==> src/rtl/instr_loader.sv <==
// -----------------------------------------------------------------------------
// instr_loader
//
// Streams a program image from a byte-wide receive channel into an
// instruction memory. Image format (all fields little-endian):
//   4 bytes : word count N
//   4*N bytes : instruction words, written to BASE_ADDR + 4*i
//   1 byte  : XOR of every preceding length and data byte (checksum builds only)
//
// Build option:
//   LOADER_CHECKSUM_EN - when defined, adds the CSUM state and the running XOR.
//                        A matching checksum byte ends at DONE, a mismatch at ERR.
//                        When undefined, the load ends at DONE after the last
//                        write (or straight after the length when N == 0).
//
// Parameters:
//   ADDR_W    - width of the instruction-memory byte address
//   DEPTH     - largest word count accepted; larger counts abort the load
//   BASE_ADDR - byte address of word 0 (word-aligned)
//
// Ports:
//   clk, rst       - clock (rising edge) and asynchronous active-high reset
//   start          - one-cycle pulse; starts a load from IDLE, DONE or ERR
//   rx_data        - incoming byte
//   rx_valid       - rx_data is valid this cycle
//   rx_ready       - loader can take a byte this cycle
//   we, addr, dout - instruction-memory write port (we is a single-cycle pulse)
//   busy           - load in progress
//   done / err     - last load finished cleanly / aborted
//   word_count     - words written by the current or last load
//   dbg_state      - current FSM state encoding, for observation only
//
// Handshake: a byte moves on every rising clk edge where rx_valid and
// rx_ready are both high; the sender holds rx_data stable while rx_valid is
// high and rx_ready is low, and rx_ready never depends on rx_valid.
// -----------------------------------------------------------------------------
module instr_loader #(
  parameter int                 ADDR_W    = 32,
  parameter int                 DEPTH     = 1024,
  parameter logic [ADDR_W-1:0]  BASE_ADDR = '0
) (
  input  logic              clk,
  input  logic              rst,
  input  logic              start,
  input  logic [7:0]        rx_data,
  input  logic              rx_valid,
  output logic              rx_ready,
  output logic              we,
  output logic [ADDR_W-1:0] addr,
  output logic [31:0]       dout,
  output logic              busy,
  output logic              done,
  output logic              err,
  output logic [31:0]       word_count,
  output logic [2:0]        dbg_state
);

  typedef enum logic [2:0] {
    S_IDLE  = 3'd0,
    S_LEN   = 3'd1,
    S_DATA  = 3'd2,
    S_WRITE = 3'd3,
    S_DONE  = 3'd4,
    S_ERR   = 3'd5
`ifdef LOADER_CHECKSUM_EN
    ,
    S_CSUM  = 3'd6
`endif
  } state_t;

  localparam logic [31:0] DEPTH_W = DEPTH;

  // Where a load goes once all words (possibly zero) have been written.
`ifdef LOADER_CHECKSUM_EN
  localparam state_t S_END = S_CSUM;
`else
  localparam state_t S_END = S_DONE;
`endif

  state_t            r_state;
  state_t            w_state_nxt;
  logic [1:0]        r_byte_idx;
  logic [31:0]       r_len;
  logic [31:0]       r_word;
  logic [31:0]       r_word_count;
  logic [ADDR_W-1:0] r_addr;
  logic [31:0]       r_dout;
`ifdef LOADER_CHECKSUM_EN
  logic [7:0]        r_csum;
`endif

  logic              w_rx_ready;
  logic              w_accept;
  logic              w_last_byte;
  logic              w_start_ok;
  logic [31:0]       w_len_full;
  logic [31:0]       w_word_full;
  logic [31:0]       w_wc_inc;
  logic [ADDR_W-1:0] w_addr_off;

  // ---------------------------------------------------------------------------
  // Handshake and byte assembly helpers
  // ---------------------------------------------------------------------------
  always_comb begin
    w_rx_ready = 1'b0;
    case (r_state)
      S_LEN, S_DATA: w_rx_ready = 1'b1;
`ifdef LOADER_CHECKSUM_EN
      S_CSUM:        w_rx_ready = 1'b1;
`endif
      default:       w_rx_ready = 1'b0;
    endcase
  end

  assign w_accept    = rx_valid & w_rx_ready;
  assign w_last_byte = (r_byte_idx == 2'd3);
  assign w_start_ok  = start & ((r_state == S_IDLE) | (r_state == S_DONE) |
                                (r_state == S_ERR));

  // The fourth byte is not yet in its register when the decision is made,
  // so both the length and the word are completed from rx_data directly.
  assign w_len_full  = {rx_data, r_len[23:0]};
  assign w_word_full = {rx_data, r_word[23:0]};
  assign w_wc_inc    = r_word_count + 32'd1;
  // 4*word_count in address width; overflow wraps modulo 2^ADDR_W.
  assign w_addr_off  = ADDR_W'(r_word_count) << 2;

  // ---------------------------------------------------------------------------
  // FSM: state register
  // ---------------------------------------------------------------------------
  always_ff @(posedge clk or posedge rst) begin
    if (rst) begin
      r_state <= S_IDLE;
    end else begin
      r_state <= w_state_nxt;
    end
  end

  // ---------------------------------------------------------------------------
  // FSM: next-state logic
  // ---------------------------------------------------------------------------
  always_comb begin
    w_state_nxt = r_state;
    case (r_state)
      S_IDLE, S_DONE, S_ERR: begin
        if (start) w_state_nxt = S_LEN;
      end
      S_LEN: begin
        if (w_accept && w_last_byte) begin
          if (w_len_full > DEPTH_W)      w_state_nxt = S_ERR;
          else if (w_len_full == 32'd0)  w_state_nxt = S_END;
          else                           w_state_nxt = S_DATA;
        end
      end
      S_DATA: begin
        if (w_accept && w_last_byte) w_state_nxt = S_WRITE;
      end
      S_WRITE: begin
        // word_count is bumped on this same edge, so compare the bumped value.
        if (w_wc_inc < r_len) w_state_nxt = S_DATA;
        else                  w_state_nxt = S_END;
      end
`ifdef LOADER_CHECKSUM_EN
      S_CSUM: begin
        if (w_accept) begin
          if (rx_data == r_csum) w_state_nxt = S_DONE;
          else                   w_state_nxt = S_ERR;
        end
      end
`endif
      default: w_state_nxt = S_IDLE;
    endcase
  end

  // ---------------------------------------------------------------------------
  // Datapath
  // ---------------------------------------------------------------------------
  always_ff @(posedge clk or posedge rst) begin
    if (rst) begin
      r_byte_idx   <= 2'd0;
      r_len        <= 32'd0;
      r_word       <= 32'd0;
      r_word_count <= 32'd0;
      r_addr       <= BASE_ADDR;
      r_dout       <= 32'd0;
`ifdef LOADER_CHECKSUM_EN
      r_csum       <= 8'd0;
`endif
    end else begin
      if (w_start_ok) begin
        r_byte_idx   <= 2'd0;
        r_len        <= 32'd0;
        r_word_count <= 32'd0;
`ifdef LOADER_CHECKSUM_EN
        r_csum       <= 8'd0;
`endif
      end

      if (w_accept) begin
        // Index wraps 3 -> 0, so DATA always begins at byte 0 after LEN.
        r_byte_idx <= r_byte_idx + 2'd1;
        if (r_state == S_LEN) begin
          r_len[{r_byte_idx, 3'b000} +: 8] <= rx_data;
`ifdef LOADER_CHECKSUM_EN
          r_csum <= r_csum ^ rx_data;
`endif
        end
        if (r_state == S_DATA) begin
          r_word[{r_byte_idx, 3'b000} +: 8] <= rx_data;
`ifdef LOADER_CHECKSUM_EN
          r_csum <= r_csum ^ rx_data;
`endif
          // Present the write port for the WRITE cycle; it then holds.
          if (w_last_byte) begin
            r_addr <= BASE_ADDR + w_addr_off;
            r_dout <= w_word_full;
          end
        end
      end

      if (r_state == S_WRITE) begin
        r_word_count <= w_wc_inc;
      end
    end
  end

  // ---------------------------------------------------------------------------
  // Outputs: all decoded from registers so reset takes effect immediately.
  // ---------------------------------------------------------------------------
  assign rx_ready   = w_rx_ready;
  assign we         = (r_state == S_WRITE);
  assign addr       = r_addr;
  assign dout       = r_dout;
  assign busy       = w_rx_ready | (r_state == S_WRITE);
  assign done       = (r_state == S_DONE);
  assign err        = (r_state == S_ERR);
  assign word_count = r_word_count;
  assign dbg_state  = r_state;

endmodule
==> config.mk <==
export PLATFORM = sky130hd
export DESIGN_NAME = instr_loader
export DESIGN_NICKNAME = d
export VERILOG_FILES = /design/src/rtl/instr_loader.sv
export SDC_FILE = /design/constraint.sdc
export NUM_CORES = 1
export LEC_CHECK = 0
export ABC_CLOCK_PERIOD_IN_PS = 6350
export CORE_MARGIN = 2
export CORE_UTILIZATION = 34
export CTS_CLUSTER_SIZE = 20
export DETAILED_ROUTE_END_ITERATION = 7
export MAX_ROUTING_LAYER = met4
export PLACE_DENSITY_LB_ADDON = 0.08
export SETUP_SLACK_MARGIN = 0.3
export SYNTH_ARGS = -nofsm -noshare
export SYNTH_HDL_FRONTEND = slang
export SYNTH_SLANG_ARGS = --single-unit
==> constraint.sdc <==
create_clock -name clk -period 6.35 [get_ports clk]
set_input_delay 1.905 -clock clk [delete_from_list [all_inputs] [get_ports clk]]
set_output_delay 1.905 -clock clk [all_outputs]
set_load 0.05 [all_outputs]
==> results.txt <==
----------------------------------------------------
[Clock network]
  Clock Path Buffers ... 2
  CTS H-tree lvls ... 4
  Number of clock sinks ... 155
  TritonCTS Buffers ... 17
  Clk root buf ... clkbuf_16
  Clock tree from TritonCTS ... yes
  Post-CTS Setup Bufs ... 0
  Clock insertion delay at the later pin of the skew report ... 420 ps
  Number of buffers inserted for hold repair after clock tree synthesis ... 0
  Clock transition at the registers of the reported paths ... 60 ps
  Quantity of gates resized following cts ... 0

[Global routing]
  Overall fraction of global-route tracks in use ... 17.55%
  Total grt overflow ... 0
  Pin count of the biggest net entering global routing ... roughly 160
  Via count of the first global-routing pass ... around 5700
  Number of antenna violations at the first check in global routing ... 0
  Wire length of the first global-routing pass ... 31570 um

[Power]
  Leakage ... about 4.3 nW
  Total power density per cell area ... between 300 and 400 nW/um^2
  Max IR drop VDD ... 178.9 uV

[Synth]
  Most used standard cells in the synthesized netlist ... dfrtp_1, nand2_1, mux2_2
  Post-synth top flop ... dfrtp_1
  Count of state elements after synthesis ... 155
  Synth cell types ... 51
  Synth top area cells ... dfrtp_1, mux2_2, ha_1, nand2_1, o21ai_0
  Number of synthesized flops with an enable pin ... 0
  Count of warnings emitted by yosys ... 0
  Fraction of the yosys area taken by sequential cells ... 50.56%
  Cell taking the most area after synthesis ... dfrtp_1
  Number of cells produced by synthesis ... 744
  Post-synth design cell area ... 7671 um^2
  Async SR Flop Fraction ... 100.0%
  Yosys top cell area share ... 50.56%
  Library cell with the highest instance count after synthesis ... dfrtp_1
  Average footprint of a synthesized cell ... approximately 10 um^2

[Placement]
  Number of input and output port buffers inserted ... 113
  Detailed placement HPWL ... 13470 um
  Placed cell count ... 1100
  Post-place instance area ... 9050 um^2
  Routability-driven placement congestion ratio ... 0.8413

[Detailed routing]
  DRC violation total after the first TritonRoute iteration ... 410
  Number of vias in the routed layout ... a little under 6000
  Average wire per cell in the routed design ... 17.38 um
  DR DRC count ... 0
  Initial DRT Pass Iterations ... 5
  Total detailed-routing wirelength ... a little under 20000 um
  Antenna-violating nets left ... 0
  Post-detailed-route via-to-cell ratio ... 5.115

[Critical path]
  Largest fanout on the critical path ... 27
  Cell with the biggest individual delay on the critical path ... clkdlybuf4s50_1
  Critical Path RT ... 4450 ps
  Arrival time reported for the critical path endpoint ... 2740 ps
  Most frequent cell on the critical path ... buf_4
  Nature of the critical path startpoint ... flip-flop
  Category of the critical setup timing path ... flip-flop to primary output
  Type of destination of the critical path ... primary output
  CP peak stage delay ... 880 ps
  Cell breakdown of the critical path ... nor2b_1, nand2_1, buf_4, clkinv_1, buf_4, clkdlybuf4s50_1

[Die]
  Number of rows in the core area ... 54
  Total die area ... 23780 um^2
  IO Pins ... between 100 and 150
  Die width ... 154.2 um
  Starting Density ... 34.93%
  Die span in y ... between 150 and 200 um
  CORE AREA ... 21960 um^2

[Cells and area]
  Diodes inserted ... 0
  Layout overhead on the synthesized area ... 25.36%
  Final Net Count ... 888
  Final Non-Filler Cells ... 1130
  Final design area excluding fillers ... 9617 um^2
  Share of layout cells above drive strength 1 ... a little over an eighth

[STA]
  Max frequency ... 215.1 MHz
  Final hold viol count ... 0
  Time the worst path needs with I/O delays and setup ... 4650 ps
  Period Utilization, post-route ... 73.22%
  Setup TNS ... 0 ps
  Post-route clock skew ... 6.508 ps
  Final number of setup-violating endpoints ... 0
  Worst relative slew slack ... 31.14%
  Pins Over Slew Limit ... 0
  Setup repair after global routing missed its margin ... false
  Transition at the pin with the smallest max-transition slack ... 1030 ps

[Min path]
  Worst Hold Class ... flip-flop to flip-flop

[Run]
  Max-cap violations ... 0

[Status]
  Result of the run ... finished, final reports clean

----------------------------------------------------
## logic make-up (layout without fill, tap and decap cells)
logic type               count (synthesis)  in the layout  share of synthesized area (%)
AO/OA/AOI/OAI                          156            156                          12.43
XOR/XNOR                                30             30                          3.523
adder cells (fa/ha/maj)                 37             37                          6.035
buffers and inverters                   85            190                          4.388
flip-flops                             155            155                          50.56
multiplexers                            63             63                          9.232
other                                    1              2                        0.04888
AND/OR/NAND/NOR                        217            217                          13.78
## metrics by stage
| stage | power (mW) | utilization, % | hold slack [ps] | setup slack, ps |
|---|---|---|---|---|
| 2_1_floorplan | 1.969 | - | 444.4 | 2362 |
| 3_3_place_gp | 2.250 | 41.21 | 463.1 | 2028 |
| 3_5_place_dp | 2.286 | 41.21 | 469.0 | 1951 |
| 4_1_cts | 3.305 | 43.79 | 484.0 | 1688 |
| 5_1_grt | 3.486 | 43.79 | 515.4 | 1560 |
| 6_report | 3.269 | 43.79 | 477.7 | 1700 |
## layout make-up
type | instances | area [um^2]
repair buffers | 121 | 1204
clock buffers | 17 | 425.4
well taps | 280 | 350.3
flip-flops and latches | 155 | 3879
fillers | 2086 | 12340
clock inverters | 13 | 141.4
multi-input cells | 505 | 3467
inverters | 39 | 150.1
## power breakdown
group | switching [mW] | internal, mW
registers | 0.158 | 1.11
clock network | 0.419 | 0.578
logic | 0.641 | 0.362
## registers in the layout, indices dropped and copies added, names as in the netlist
name        flops
r_byte_idx      2
dout           32
dbg_state       3
r_word         24
r_len          32
addr           30
word_count     32
## path summary, 6_finish.rpt
path | start | end | slack (ps) | cells after the start
hold / removal | r_word[4]$_DFFE_PP0P_ | r_word[4]$_DFFE_PP0P_ | 480 | 2
min in group asynchronous | rst | word_count[2]$_DFFE_PP0P_ | 2100 | 3
setup / recovery | dbg_state[1]$_DFFE_PP0P_ | we | 1700 | 6
hold reg to reg | r_word[4]$_DFFE_PP0P_ | r_word[4]$_DFFE_PP0P_ | 480 | 2
max in group asynchronous | rst | addr[28]$_DFFE_PP0P_ | 3680 | 3
setup reg to reg | word_count[0]$_DFFE_PP0P_ | dbg_state[2]$_DFFE_PP0P_ | 2650 | 12
## layer usage
| metal | vias to the layer above | share of wire, % | track usage [%] | wire, um |
|---|---|---|---|---|
| li1 | 2803 | - | - | - |
| met1 | 2798 | 49 | 24.32 | 9606 |
| met2 | 160 | 45 | 26.31 | 8872 |
| met3 | 19 | 4.6 | 3.306 | 912 |
| met4 | 0 | 1.3 | 5.207 | 250 |
| met5 | - | 0 | - | 0 |
## worst max-delay path: cells and delay by family (launching register included)
family | cells | cell delay (ps)
and+or+nand+nor | 2 | 320
buffers and inverters | 4 | 1490
DFF | 1 | 500
## cell usage in the layout, fill, tap and decap left out, types with 2 or more instances in the layout
master and n:
dfrtp_1 155, clkdlybuf4s50_1 113, nand2_1 101, mux2_2 62
o21ai_0 61, inv_1 37, ha_1 37, a21oi_1 33
nand3_1 29, nor2_1 24, a22o_1 24, xnor2_1 19
a31oi_1 19, clkbuf_16 17, nand4_1 11, xor2_1 10
nor3_1 8, nor4_1 7, o31ai_1 7, buf_4 7
and2_1 6, nand2b_1 5, and4_1 5, and3_1 5
inv_6 5, clkinvlp_4 4, clkinv_2 3, nand3b_1 2
a21o_1 2, a221oi_1 2, or3_1 2, a211oi_1 2
nor3_4 2, conb_1 2, bufinv_16 2
Note: power is estimated with default switching activity, not from simulation.
